[src/rtl/mac_array_seq_if.sv]
// Result handoff bundle between the MAC sequencer and the downstream writer.
// The master presents a finished group; the slave accepts it with out_ready.
interface mac_array_seq_if;
  logic out_valid;
  logic out_last;
  logic out_ready;

  modport master (
    output out_valid,
    output out_last,
    input  out_ready
  );

  modport slave (
    input  out_valid,
    input  out_last,
    output out_ready
  );
endinterface

[src/rtl/mac_array_seq.sv]
// Sequencer for the PAR-lane MAC array: walks N groups x K steps, aligns MAC valids.
// Optional MAC_SEQ_PERF_EN adds saturating busy/stall cycle counters.
module mac_array_seq #(
  parameter int ADDR_W = 12,
  parameter int CNT_W  = 12,
  parameter int RD_LAT = 1
) (
  input  logic              clk,
  input  logic              rst,
  input  logic              start,
  input  logic [CNT_W-1:0]  cfg_k_steps,
  input  logic [CNT_W-1:0]  cfg_n_groups,
  output logic              busy,
  output logic              done,
  output logic              cfg_err,
  output logic              act_rd_en,
  output logic [ADDR_W-1:0] act_rd_addr,
  output logic              wgt_rd_en,
  output logic [ADDR_W-1:0] wgt_rd_addr,
  output logic              mac_valid_in,
  output logic              psum_first,
  input  logic              mac_valid_out,
  mac_array_seq_if.master   out_if
`ifdef MAC_SEQ_PERF_EN
  ,
  output logic [31:0]       perf_busy_cyc,
  output logic [31:0]       perf_stall_cyc
`endif
);

  typedef enum logic [1:0] {
    IDLE, RUN, WAIT, DONE
  } state_t;

  state_t state_q, state_d;

  logic [CNT_W-1:0] k_cfg_q, k_cfg_d;
  logic [CNT_W-1:0] n_cfg_q, n_cfg_d;
  logic [CNT_W-1:0] k_q, k_d;
  logic [CNT_W-1:0] g_q, g_d;
  logic [CNT_W-1:0] rcnt_q, rcnt_d;

  logic              rd_en_q, rd_en_d;
  logic              first_q, first_d;
  logic [ADDR_W-1:0] act_addr_q, act_addr_d;
  logic [ADDR_W-1:0] wgt_addr_q, wgt_addr_d;
  logic [RD_LAT-1:0] vpipe_q, vpipe_d;
  logic [RD_LAT-1:0] fpipe_q, fpipe_d;
  logic              cfg_err_q, cfg_err_d;
  logic              ov_q, ov_d;
  logic              ol_q, ol_d;

  logic cfg_ok;
  logic accept;
  logic last_k;
  logic last_g;

  assign cfg_ok = (cfg_k_steps != '0) && (cfg_n_groups != '0);
  assign accept = ov_q && out_if.out_ready;
  assign last_k = (k_q == k_cfg_q - CNT_W'(1));
  assign last_g = (g_q == n_cfg_q - CNT_W'(1));

  always_comb begin
    state_d    = state_q;
    k_cfg_d    = k_cfg_q;
    n_cfg_d    = n_cfg_q;
    k_d        = k_q;
    g_d        = g_q;
    rd_en_d    = 1'b0;
    first_d    = 1'b0;
    act_addr_d = act_addr_q;
    wgt_addr_d = wgt_addr_q;
    cfg_err_d  = 1'b0;
    unique case (state_q)
      IDLE: begin
        if (start && cfg_ok) begin
          state_d    = RUN;
          k_cfg_d    = cfg_k_steps;
          n_cfg_d    = cfg_n_groups;
          k_d        = '0;
          g_d        = '0;
          rd_en_d    = 1'b1;
          first_d    = 1'b1;
          act_addr_d = '0;
          wgt_addr_d = '0;
        end else if (start) begin
          cfg_err_d = 1'b1;
        end
      end
      RUN: begin
        if (last_k) begin
          state_d = WAIT;
        end else begin
          k_d        = k_q + CNT_W'(1);
          rd_en_d    = 1'b1;
          act_addr_d = act_addr_q + ADDR_W'(1);
          wgt_addr_d = ADDR_W'(k_d);
        end
      end
      // Next group waits for acceptance so the accumulators are free.
      WAIT: begin
        if (accept && last_g) begin
          state_d = DONE;
        end else if (accept) begin
          state_d    = RUN;
          g_d        = g_q + CNT_W'(1);
          k_d        = '0;
          rd_en_d    = 1'b1;
          first_d    = 1'b1;
          act_addr_d = act_addr_q + ADDR_W'(1);
          wgt_addr_d = '0;
        end
      end
      DONE: state_d = IDLE;
      default: state_d = IDLE;
    endcase
  end

  always_comb begin
    vpipe_d = (vpipe_q << 1) | RD_LAT'(rd_en_q);
    fpipe_d = (fpipe_q << 1) | RD_LAT'(first_q);
    rcnt_d  = rcnt_q;
    ov_d    = ov_q;
    ol_d    = ol_q;
    if (accept) begin
      ov_d = 1'b0;
      ol_d = 1'b0;
    end
    if (mac_valid_out && (state_q != IDLE)) begin
      if (rcnt_q == k_cfg_q - CNT_W'(1)) begin
        rcnt_d = '0;
        ov_d   = 1'b1;
        ol_d   = last_g;
      end else begin
        rcnt_d = rcnt_q + CNT_W'(1);
      end
    end
  end

  always_ff @(posedge clk or posedge rst) begin
    if (rst) begin
      state_q    <= IDLE;
      k_cfg_q    <= '0;
      n_cfg_q    <= '0;
      k_q        <= '0;
      g_q        <= '0;
      rcnt_q     <= '0;
      rd_en_q    <= 1'b0;
      first_q    <= 1'b0;
      act_addr_q <= '0;
      wgt_addr_q <= '0;
      vpipe_q    <= '0;
      fpipe_q    <= '0;
      cfg_err_q  <= 1'b0;
      ov_q       <= 1'b0;
      ol_q       <= 1'b0;
    end else begin
      state_q    <= state_d;
      k_cfg_q    <= k_cfg_d;
      n_cfg_q    <= n_cfg_d;
      k_q        <= k_d;
      g_q        <= g_d;
      rcnt_q     <= rcnt_d;
      rd_en_q    <= rd_en_d;
      first_q    <= first_d;
      act_addr_q <= act_addr_d;
      wgt_addr_q <= wgt_addr_d;
      vpipe_q    <= vpipe_d;
      fpipe_q    <= fpipe_d;
      cfg_err_q  <= cfg_err_d;
      ov_q       <= ov_d;
      ol_q       <= ol_d;
    end
  end

  assign busy             = (state_q == RUN) || (state_q == WAIT);
  assign done             = (state_q == DONE);
  assign cfg_err          = cfg_err_q;
  assign act_rd_en        = rd_en_q;
  assign wgt_rd_en        = rd_en_q;
  assign act_rd_addr      = act_addr_q;
  assign wgt_rd_addr      = wgt_addr_q;
  assign mac_valid_in     = vpipe_q[RD_LAT-1];
  assign psum_first       = fpipe_q[RD_LAT-1];
  assign out_if.out_valid = ov_q;
  assign out_if.out_last  = ol_q;

`ifdef MAC_SEQ_PERF_EN
  logic [31:0] perf_busy_q, perf_busy_d;
  logic [31:0] perf_stall_q, perf_stall_d;

  always_comb begin
    perf_busy_d  = perf_busy_q;
    perf_stall_d = perf_stall_q;
    if ((state_q == IDLE) && start && cfg_ok) begin
      perf_busy_d  = '0;
      perf_stall_d = '0;
    end else begin
      if (busy && (perf_busy_q != '1))
        perf_busy_d = perf_busy_q + 32'd1;
      if (ov_q && !out_if.out_ready && (perf_stall_q != '1))
        perf_stall_d = perf_stall_q + 32'd1;
    end
  end

  always_ff @(posedge clk or posedge rst) begin
    if (rst) begin
      perf_busy_q  <= '0;
      perf_stall_q <= '0;
    end else begin
      perf_busy_q  <= perf_busy_d;
      perf_stall_q <= perf_stall_d;
    end
  end

  assign perf_busy_cyc  = perf_busy_q;
  assign perf_stall_cyc = perf_stall_q;
`endif

endmodule

[src/flat_wrapper.sv]
// flat-port wrapper written by rule: the top's interface ports become plain ports
module mac_array_seq_flat 
#(
  parameter int ADDR_W = 12,
  parameter int CNT_W  = 12,
  parameter int RD_LAT = 1
)
  (clk, rst, start, cfg_k_steps, cfg_n_groups, busy, done, cfg_err, act_rd_en, act_rd_addr, wgt_rd_en, wgt_rd_addr, mac_valid_in, psum_first, mac_valid_out, out_if_out_valid, out_if_out_last, out_if_out_ready);
  mac_array_seq_if out_if_i ();
  input  logic clk;
  input  logic rst;
  input  logic start;
  input  logic [CNT_W-1:0] cfg_k_steps;
  input  logic [CNT_W-1:0] cfg_n_groups;
  output logic busy;
  output logic done;
  output logic cfg_err;
  output logic act_rd_en;
  output logic [ADDR_W-1:0] act_rd_addr;
  output logic wgt_rd_en;
  output logic [ADDR_W-1:0] wgt_rd_addr;
  output logic mac_valid_in;
  output logic psum_first;
  input  logic mac_valid_out;
  output wire logic [$bits(out_if_i.out_valid)-1:0] out_if_out_valid;
  output wire logic [$bits(out_if_i.out_last)-1:0] out_if_out_last;
  input wire logic [$bits(out_if_i.out_ready)-1:0] out_if_out_ready;
  assign out_if_out_valid = out_if_i.out_valid;
  assign out_if_out_last = out_if_i.out_last;
  assign out_if_i.out_ready = out_if_out_ready;
  mac_array_seq #(.ADDR_W(ADDR_W), .CNT_W(CNT_W), .RD_LAT(RD_LAT)) u_core (.clk(clk), .rst(rst), .start(start), .cfg_k_steps(cfg_k_steps), .cfg_n_groups(cfg_n_groups), .busy(busy), .done(done), .cfg_err(cfg_err), .act_rd_en(act_rd_en), .act_rd_addr(act_rd_addr), .wgt_rd_en(wgt_rd_en), .wgt_rd_addr(wgt_rd_addr), .mac_valid_in(mac_valid_in), .psum_first(psum_first), .mac_valid_out(mac_valid_out), .out_if(out_if_i));
endmodule
[config.mk]
export PLATFORM = sky130hd
export DESIGN_NAME = mac_array_seq_flat
export DESIGN_NICKNAME = d
export VERILOG_FILES = /design/src/rtl/mac_array_seq_if.sv /design/src/rtl/mac_array_seq.sv /design/src/flat_wrapper.sv
export SDC_FILE = /design/constraint.sdc
export NUM_CORES = 1
export LEC_CHECK = 0
export CAP_MARGIN = 20
export CORE_MARGIN = 4
export CORE_UTILIZATION = 52
export DETAILED_ROUTE_END_ITERATION = 12
export PLACE_DENSITY = 0.87
export SLEW_MARGIN = 15
export SYNTH_ARGS = -nofsm -noshare
export SYNTH_HDL_FRONTEND = slang
export SYNTH_SLANG_ARGS = --single-unit
[constraint.sdc]
create_clock -name clk -period 2.75 [get_ports clk]
set_input_delay 0.825 -clock clk [delete_from_list [all_inputs] [get_ports clk]]
set_output_delay 0.825 -clock clk [all_outputs]
set_load 0.05 [all_outputs]
# After elaboration in Yosys (flattened, before gate mapping)
# Cells that the tools add are included.
totals:
  ff_bits: 81
  output_inout_bits: 33
  wordCells: 81
classes:
  eq_ne: 12
  n_addsub: 6
  n_reduce_logical: 16
  mux: 33
op_table:
  columns: ["op", "count"]
  rows:
  - ["12-bit 2-to-1 mux", 10]
  - ["12-bit one-hot mux with 3 select lines", 2]
  - ["12-bit by 1-bit adder with 12-bit output, second input constant", 4]
  - ["12-bit == test", 3]
  - ["12-bit one-hot mux with 2 select lines", 1]
  - ["12-bit nonzero test", 2]
  - ["12-bit by 1-bit subtractor with 12-bit output, second input constant", 2]
  - ["1-bit 2-to-1 mux", 13]
  - ["2-bit 2-to-1 mux", 4]
  - ["2-bit one-hot mux with 4 select lines", 1]
  - ["2-bit by 1-bit != test with 1-bit output, second input constant", 3]
  - ["1-bit logical AND", 5]
  - ["5-bit AND reduction", 1]
  - ["2-bit == test, second input constant", 2]
  - ["2-bit != test, second input constant", 2]
  - ["4-bit AND reduction", 1]
  - ["2-bit nonzero test", 2]
  - ["3-bit by 1-bit != test with 1-bit output, second input constant", 1]
  - ["1-bit one-hot mux with 3 select lines", 1]
  - ["3-bit AND reduction", 1]
  - ["3-bit nonzero test", 1]
  - ["2-bit by 1-bit == test with 1-bit output, second input constant", 1]
  - ["2-bit zero test", 1]
  - ["1-bit one-hot mux with 2 select lines", 1]
  - ["other kinds (2)", 2]

# Depth between registers and ports, before layout
# Gate-level depths: netlist (run 1).
logic_depth:
  depth_word: 5
  depth_mapped: 13
  ltp_nobuf: 9

# Worst setup path after synthesis (run 1)
# No wires, ideal clock.
synth_path:
  kind: "reg-to-reg"
  start: "register u_core.n_cfg_q[0]"
  end: "register u_core.g_q[2]"
  slack_ps: -144
  period_less_slack_ps: 2894
  path_stages_with_launch: 12
  arrival_time_ps: 2768
  setup_time_ps: 126
  cell_sequence: "dfrtp_1 -> inv_1 -> ha_1 -> nor2b_1 -> a21oi_1 -> or4b_2 -> a2111oi_1 -> and4_1 -> buf_4 -> buf_6 -> nor2_2 -> a221o_1"
synth_between:
  elab_chain_len: 5
synth_rtl:
  columns: ["element", "line_no", "rtl"]
  rows:
  - ["from (decl)", "mac_array_seq.sv:38", "logic [CNT_W-1:0] n_cfg_q, n_cfg_d;"]
  - ["from (signal assigned)", "mac_array_seq.sv:160", "n_cfg_q <= n_cfg_d;"]
  - ["12-bit by 1-bit subtractor with 12-bit output", "mac_array_seq.sv:61", "assign last_g = (g_q == n_cfg_q - CNT_W'(1));"]
  - ["12-bit == test", "mac_array_seq.sv:61", null]
  - ["1-bit logical AND", "mac_array_seq.sv:102", "if (accept && last_g) begin"]
  - ["2-bit != test (no source line)", null, null]
  - ["4-bit AND reduction (no source line)", null, null]
  - ["to (signal assigned)", "mac_array_seq.sv:162", "g_q <= g_d;"]
  - ["to (decl)", "mac_array_seq.sv:40", "logic [CNT_W-1:0] g_q, g_d;"]
# No other way between the ends.
# A chain may end at the register's enable or synchronous reset.

# Worst setup path in the final report (run 1)
layout_path:
  start: "register u_core.k_cfg_q[0]"
  end: "register u_core.k_q[4]"
layout_between:
  elab_chain_len: 4
layout_rtl:
  columns: ["element", "line_no", "rtl"]
  rows:
  - ["from (decl)", "mac_array_seq.sv:37", "logic [CNT_W-1:0] k_cfg_q, k_cfg_d;"]
  - ["from (signal assigned)", "mac_array_seq.sv:159", "k_cfg_q <= k_cfg_d;"]
  - ["12-bit by 1-bit subtractor with 12-bit output", "mac_array_seq.sv:60", "assign last_k = (k_q == k_cfg_q - CNT_W'(1));"]
  - ["12-bit == test", "mac_array_seq.sv:60", null]
  - ["2-bit != test (no source line)", null, null]
  - ["5-bit AND reduction (no source line)", null, null]
  - ["to (signal assigned)", "mac_array_seq.sv:161", "k_q <= k_d;"]
  - ["to (decl)", "mac_array_seq.sv:39", "logic [CNT_W-1:0] k_q, k_d;"]
# No other way between the ends.

==> metrics.log, run 1 <==
INFO  metric die_width = 111.0 µm
INFO  metric min_period_over_period = 103.3%
INFO  metric timing.critical_path.arrival = 3130 ps
INFO  metric setup_violations = 16
INFO  metric clk_transition_reported_paths = 100 ps
INFO  metric timing.clock.skew = 15.03 ps
INFO  metric pre_cts_ws = -383.4 ps
INFO  metric number_of_antenna_violations_at_the_first_check_in_global_routing = 0
INFO  metric netlist-cell-type-count = 68
INFO  metric initial_core_util = 53.39%
INFO  metric synth_largest_type_area_fraction = 36.78%
INFO  metric timing.setup.critical_path_class = reg2reg
INFO  metric chipHeight = 111.0 µm
INFO  metric dp_cells = 818
INFO  metric worst_pin_slew = 691.3 ps
INFO  metric timing.max_slew.rel_slack = 53.82%
INFO  metric layout-area-overhead-vs-synth = 37.53%
INFO  metric placedInstanceArea = 6735 µm²
INFO  metric post_synth_most_frequent_cells = dfrtp_1, nand2_1, xnor2_1
INFO  metric post-dp-hpwl = 11.34 mm
INFO  metric grt_pass1_vias = 5313
INFO  metric final-hold-violation-count = 0
INFO  metric ys_async_sr_fraction = 100.0%
INFO  metric ir_worst_vdd = 0.5598 mV
INFO  metric global_route_wire_length_before_repair = 25.50 mm
INFO  metric dominantRegCellSynth = dfrtp_1
INFO  metric fp.coreArea = 10320 µm²
INFO  metric post_layout_nonfiller_instances = 847
INFO  metric drtPass1Iterations = 7
INFO  metric multi_input_comb_area = 3626 µm²
INFO  metric syn_inst = 587
INFO  metric vias = 5302
INFO  metric global_route.usage.total = 24.75%
INFO  metric netlist.top_cell.by_area = dfrtp_1
INFO  metric worst-r2r-setup-slack = -90 ps
INFO  metric total_number_of_clock_tree_sinks = 81
INFO  metric result_of_the_run = complete, but fails checks
INFO  metric synth_fp_nets = 626
INFO  metric num_antenna_cells = 0
INFO  metric cell_count_of_the_worst_hold_path = 0
INFO  metric cellPowerDensity = 990.7 nW/µm²
INFO  metric synth_edf_count = 0
INFO  metric setup.worst_path.end_class = flop
INFO  metric layout_cell_share_with_drive_strength_beyond_1 = 28.97%
INFO  metric antenna_violating_nets_post_route = 0
INFO  metric violations = negative setup slack
INFO  metric postRouteWirelength = 16.81 mm
INFO  metric ys.warnings.count = 0
INFO  metric clock_latency = 370 ps
INFO  metric sum_neg_setup_slack = -637.1 ps
INFO  metric overflow = 0
INFO  metric drt-initial-drc-count = 391
INFO  metric portBuffers = 61
INFO  metric power.leakage = 0.003156 µW
INFO  metric routedWlPerCell = 19.84 µm
INFO  metric seqCellArea = 2028 µm²
INFO  metric timing.hold.worst.class = reg2reg
INFO  metric clock_power_share = 12.5%
INFO  metric cts_tree = yes
INFO  metric fill_cells = 648
INFO  metric power.switching_fraction = 46.69%
INFO  metric final_cell_utilization_of_the_core = 73.42%
INFO  metric worstRegToRegCells = 9
INFO  metric vias_per_cell = 6.260
INFO  metric final.setup.worst_slack = -90.69 ps
INFO  metric critical_path_required = 3040 ps
INFO  metric yosysSeqAreaShare = 36.78%
INFO  metric path_max_fanout = 3
INFO  metric detail_route.drc_violations = 0
INFO  metric fp.dieArea = 12310 µm²
INFO  metric max_freq = 352.0 MHz
INFO  metric cts_root_buffer_type = clkbuf_8
INFO  metric crit_path_start_kind = flop
INFO  metric internal_power = 4003 µW
INFO  metric yosysMostFrequentCell = dfrtp_1
INFO  metric synth_seq_cells = 81
INFO  metric synth_area_leaders = dfrtp_1, mux2_2, xnor2_1
INFO  metric pwr-share-seq = 26.0%
INFO  metric row_count = 37
INFO  metric finish.net_count = 745
INFO  metric ctsHtreeMaxLevel = 3
INFO  metric power.combinational.fraction = 61.5%
INFO  metric syn-cell-area = 5512 µm²
INFO  metric ios = 62
INFO  metric grt_start_max_net_pins = 29
INFO  metric unrepaired_setup_endpoints_after_global_routing = true
INFO  metric cts_buffers = 9
INFO  metric finalMaxSlewViolations = 0
INFO  metric clock_path_buffers = 2
INFO  metric hold_buffers = 0
INFO  metric switching_power = 3506 µW
INFO  metric timing.final.crit_period = 2841 ps
INFO  metric mean_post_synth_cell_area = 9.389 µm²
INFO  metric finalWeightedCongestion = 0.9476
INFO  metric finish.instance_area = 7580 µm²
INFO  metric max_cap_viol_count = 0
-- kinds of logic after synthesis --
| family | count (synthesis) | share of synthesized area (%) |
|---|---|---|
| AND/OR/NAND/NOR | 237 | 24.56 |
| AO/OA/AOI/OAI | 99 | 13.46 |
| flip-flops | 81 | 36.78 |
| buffers and inverters | 63 | 5.653 |
| XOR/XNOR | 56 | 9.149 |
| multiplexers | 41 | 8.127 |
| adder cells (fa/ha/maj) | 10 | 2.270 |
-- critical path, cell delays in order, from the launching register on --
cell and delay [ps]:
dfrtp_1 420, buf_4 160, or3_1 410, o22ai_1 180, nand4_1 150, or4_4 600, buf_4 160, o31ai_2 320
o31ai_1 150, a22oi_2 200
-- registers in the layout, indices dropped and copies added (netlist names), 2 cells and up --
register            count
u_core.rcnt_q          12
u_core.act_rd_addr     12
u_core.k_cfg_q         12
u_core.state_q          2
u_core.g_q             12
u_core.n_cfg_q         12
u_core.k_q             12
-- metrics by stage --
step / total power, µW / hold WS [ps]
2_1_floorplan: 4561 / 331.2
3_3_place_gp: 5657 / 334.6
3_5_place_dp: 5888 / 340.2
4_1_cts: 7050 / 354.2
5_1_grt: 7917 / 373.1
6_report: 7509 / 349.4
-- metal layers --
metal  vias to the layer above  track usage [%]  wire [µm]
met4                         0            9.360        524
li1                       2405                -          -
met1                      2619            27.74       6379
met2                       222            45.67       9043
met5                         -                0          0
met3                        56            5.295        860
-- placed cells by master (no fill, tap or decap), drive strengths merged, types with 16 or more instances in the layout --
cell type	synthesis	final
buf	18	85
dfrtp	81	81
clkdlybuf4s50	0	58
nand2	38	38
nor2	34	34
xnor2	33	33
nand3	27	27
mux2	27	27
inv	22	24
o31ai	23	23
xor2	22	22
nor4	21	21
and3	19	19
nor3	16	16
-- layout make-up --
type / count / area share, %
Clock buffer: 9 / 1.634
Clock inverter: 7 / 1.007
Inverter: 22 / 1.139
Multi-Input combinational cell: 443 / 47.84
Sequential cell: 81 / 26.76
Tap cell: 136 / 2.245
Timing Repair Buffer: 149 / 19.38
-- path summary, 6_finish.rpt --
check | from | end
worst max-delay path | u_core.k_cfg_q[0]$_DFFE_PP0P_ | u_core.k_q[4]$_DFFE_PP0P_
worst min-delay path | u_core.first_q$_DFF_PP0_ | u_core.psum_first$_DFF_PP0_
worst max register to register | u_core.k_cfg_q[0]$_DFFE_PP0P_ | u_core.k_q[4]$_DFFE_PP0P_
worst min register to register | u_core.first_q$_DFF_PP0_ | u_core.psum_first$_DFF_PP0_
max in group asynchronous | rst | u_core.n_cfg_q[5]$_DFFE_PP0P_
min in group asynchronous | rst | u_core.g_q[6]$_DFFE_PP0P_
-- power by group through the flow --
stage          registers, µW  clock network (µW)  logic [µW]
3_3_place_gp            1920                   0        3740
3_5_place_dp            1950                   0        3940
2_1_floorplan           1960                   0        2600
5_1_grt                 2000                1000        4920
4_1_cts                 1930                 934        4190
6_report                1950                 935        4620
-- what timing repair did --
item | 4_1_cts | 5_1_grt
resized for setup | 35 | 55
endpoints found under the setup margin | 44 | 46
gates cloned | 0 | 4
buffers inserted | 3 | 7
pin swaps | 13 | 17
Power figures use the tool's default switching activity.
==> run 2: changes to the inputs <==
--- a/config.mk
+++ b/config.mk
@@ -9,7 +9,7 @@
 export CORE_MARGIN = 4
 export CORE_UTILIZATION = 52
 export DETAILED_ROUTE_END_ITERATION = 12
-export PLACE_DENSITY = 0.87
+export PLACE_DENSITY_LB_ADDON = 0.08
 export SLEW_MARGIN = 15
 export SYNTH_ARGS = -nofsm -noshare
 export SYNTH_HDL_FRONTEND = slang
==> run 2 against run 1 <==
The run still ends with negative setup slack left. Worst setup slack better by 16 ps. Power up 0.28%. Register-to-register slack better by 20 ps. Via count down 4.4%. Sequential share of layout area about the same. Die area unchanged. Count of clock-buffer cells in the layout unchanged. Final cell count up 1.3%. Clock skew up 1.2 ps. Non-clock buffer count up 11. Combinational power up 2%. Worst hold slack better by 8.0 ps. Critical path type unchanged.
==> metrics.log, run 2 (synthesized netlist as in run 1, its figures left out) <==
INFO  metric result_of_the_run = complete, but fails checks
INFO  metric violations = negative setup slack
INFO  metric commonest_cells_after_routing_fill_and_taps_aside = buf_4, dfrtp_1, clkdlybuf4s50_1
INFO  metric design_power_total = 7530 µW
INFO  metric final.setup.worst_slack = -74.33 ps
INFO  metric sum_neg_setup_slack = -123.1 ps
INFO  metric fill_cells = 751
INFO  metric critical-path-top-cell-by-count = or4_4
INFO  metric number_of_antenna_violations_at_the_first_check_in_global_routing = 0
INFO  metric finalWeightedCongestion = 0.8804
INFO  metric cp_slowest_stage_delay = 570 ps
INFO  metric initial_core_util = 53.39%
INFO  metric antenna_violating_nets_post_route = 0
INFO  metric global_route_wire_length_before_repair = 25.03 mm
INFO  metric timing.max_slew.rel_slack = 59.76%
INFO  metric ir_worst_vdd = 0.5703 mV
INFO  metric max_cap_viol_count = 0
INFO  metric most_common_cell_after_layout_fill_and_taps_aside = buf_4
INFO  metric total_number_of_clock_tree_sinks = 81
INFO  metric clock_latency = 380 ps
INFO  metric global_route.usage.total = 24.46%
INFO  metric row_count = 37
INFO  metric post-dp-hpwl = 10.80 mm
INFO  metric final-hold-violation-count = 0
INFO  metric vias_per_cell = 5.907
INFO  metric unrepaired_setup_endpoints_after_global_routing = true
INFO  metric layout_cell_share_with_drive_strength_beyond_1 = 29.64%
INFO  metric timing.clock.skew = 16.23 ps
INFO  metric crit_path_start_kind = flop
INFO  metric timing.critical_path.arrival = 3080 ps
INFO  metric timing.setup.critical_path_class = reg2reg
INFO  metric finish.net_count = 756
INFO  metric die_width = 111.0 µm
INFO  metric vias = 5068
INFO  metric timing.hold.worst.class = reg2reg
INFO  metric routedWlPerCell = 17.73 µm
INFO  metric num_antenna_cells = 0
INFO  metric cts_root_buffer_type = clkbuf_8
INFO  metric timing.final.crit_period = 2824 ps
INFO  metric clk_transition_reported_paths = 100 ps
INFO  metric ctsHtreeMaxLevel = 3
INFO  metric final_cell_utilization_of_the_core = 73.53%
INFO  metric grt_pass1_vias = 5191
INFO  metric postRouteWirelength = 15.21 mm
INFO  metric worst_hold_margin = 357.4 ps
INFO  metric min_period_over_period = 102.7%
INFO  metric setup.worst_path.end_class = flop
INFO  metric critical_path_required = 3010 ps
INFO  metric fp.coreArea = 10320 µm²
INFO  metric overflow = 0
INFO  metric portBuffers = 61
INFO  metric chipHeight = 111.0 µm
INFO  metric detail_route.drc_violations = 0
INFO  metric timing.critical_path.cells = or4_4 > or4_4 > xor2_1 > nand4_2 > nor3_4 > or3_4 > buf_4 > o41ai_2
INFO  metric worst_path_dominant_cell_family = simple AND/OR/NAND/NOR gates
INFO  metric path_max_fanout = 8
INFO  metric timing.critical_path.slowest_stage_cell = or4_4
INFO  metric power.leakage = 0.003139 µW
INFO  metric ios = 62
INFO  metric drtPass1Iterations = 5
INFO  metric clock_path_buffers = 2
INFO  metric finalMaxSlewViolations = 0
INFO  metric grt_start_max_net_pins = 36
INFO  metric cts_tree = yes
INFO  metric drt-initial-drc-count = 284
INFO  metric max_freq = 354.1 MHz
INFO  metric worstPathBufferInverterCount = 1
INFO  metric layout-area-overhead-vs-synth = 37.73%
INFO  metric worst_pin_slew = 599.0 ps
INFO  metric setup_violations = 5
INFO  metric cellPowerDensity = 992.0 nW/µm²
INFO  metric cts_buffers = 9
INFO  metric fp.dieArea = 12310 µm²
INFO  metric pre_cts_ws = -460.0 ps
-- run 2: cell type report --
class	instances	area (µm²)	area share, %
clock buffers	9	123.9	1.632
repair buffers	160	1486	19.58
flip-flops and latches	81	2031	26.75
well taps	136	170.2	2.242
clock inverters	7	55.05	0.7252
multi-input cells	443	3638	47.93
inverters	22	86.33	1.137
-- run 2: report_power, final --
| part | total (µW) | internal [µW] | switching (µW) | leakage (µW) |
|---|---|---|---|---|
| clock network | 843 | 336 | 507 | 0.0000862 |
| registers | 1960 | 1510 | 444 | 0.00105 |
| logic | 4730 | 2230 | 2500 | 0.00200 |
| total | 7530 | 4080 | 3450 | 0.00314 |
-- run 2: per-stage QoR --
step | instances | area, µm²
final | 858 | 7591
after global routing | 858 | 7591
after CTS | 848 | 7123
after detailed placement | 830 | 6813
after global placement | 830 | 6813
after floorplan | 587 | 5538
-- run 2: worst paths after layout --
check	startpoint	endpoint	slack, ps	depth (start not counted)
hold / removal	u_core.first_q$_DFF_PP0_	u_core.psum_first$_DFF_PP0_	360	0
setup reg to reg	u_core.k_cfg_q[2]$_DFFE_PP0P_	u_core.act_rd_addr[8]$_DFFE_PP0P_	-70	8
max in group asynchronous	rst	u_core.k_cfg_q[1]$_DFFE_PP0P_	1310	3
setup / recovery	u_core.k_cfg_q[2]$_DFFE_PP0P_	u_core.act_rd_addr[8]$_DFFE_PP0P_	-70	8
hold reg to reg	u_core.first_q$_DFF_PP0_	u_core.psum_first$_DFF_PP0_	360	0
min in group asynchronous	rst	u_core.out_if.out_last$_DFF_PP0_	850	2
-- run 2: timing repair --
action	4_1_cts	5_1_grt
setup endpoints to repair	44	50
setup buffers	3	10
gates cloned	0	0
pin swaps	2	23
hold buffers	0	0
gates resized for setup	25	71
-- run 2: layer usage --
metal / GRT usage, % / vias to the layer above / part of all wire [%]
met1: 30.99 / 2491 / 44
met5: 0 / - / 0
met4: 8.539 / 0 / 2.3
met2: 42.48 / 119 / 51
li1: - / 2428 / -
met3: 3.712 / 30 / 3.0
==> run 3: changes to the inputs <==
--- a/config.mk
+++ b/config.mk
@@ -10,7 +10,6 @@
 export CORE_UTILIZATION = 52
 export DETAILED_ROUTE_END_ITERATION = 12
 export PLACE_DENSITY_LB_ADDON = 0.08
-export SLEW_MARGIN = 15
 export SYNTH_ARGS = -nofsm -noshare
 export SYNTH_HDL_FRONTEND = slang
 export SYNTH_SLANG_ARGS = --single-unit
==> results of run 3 <==
Final layout, timing and power as in run 2 (identical DEF).
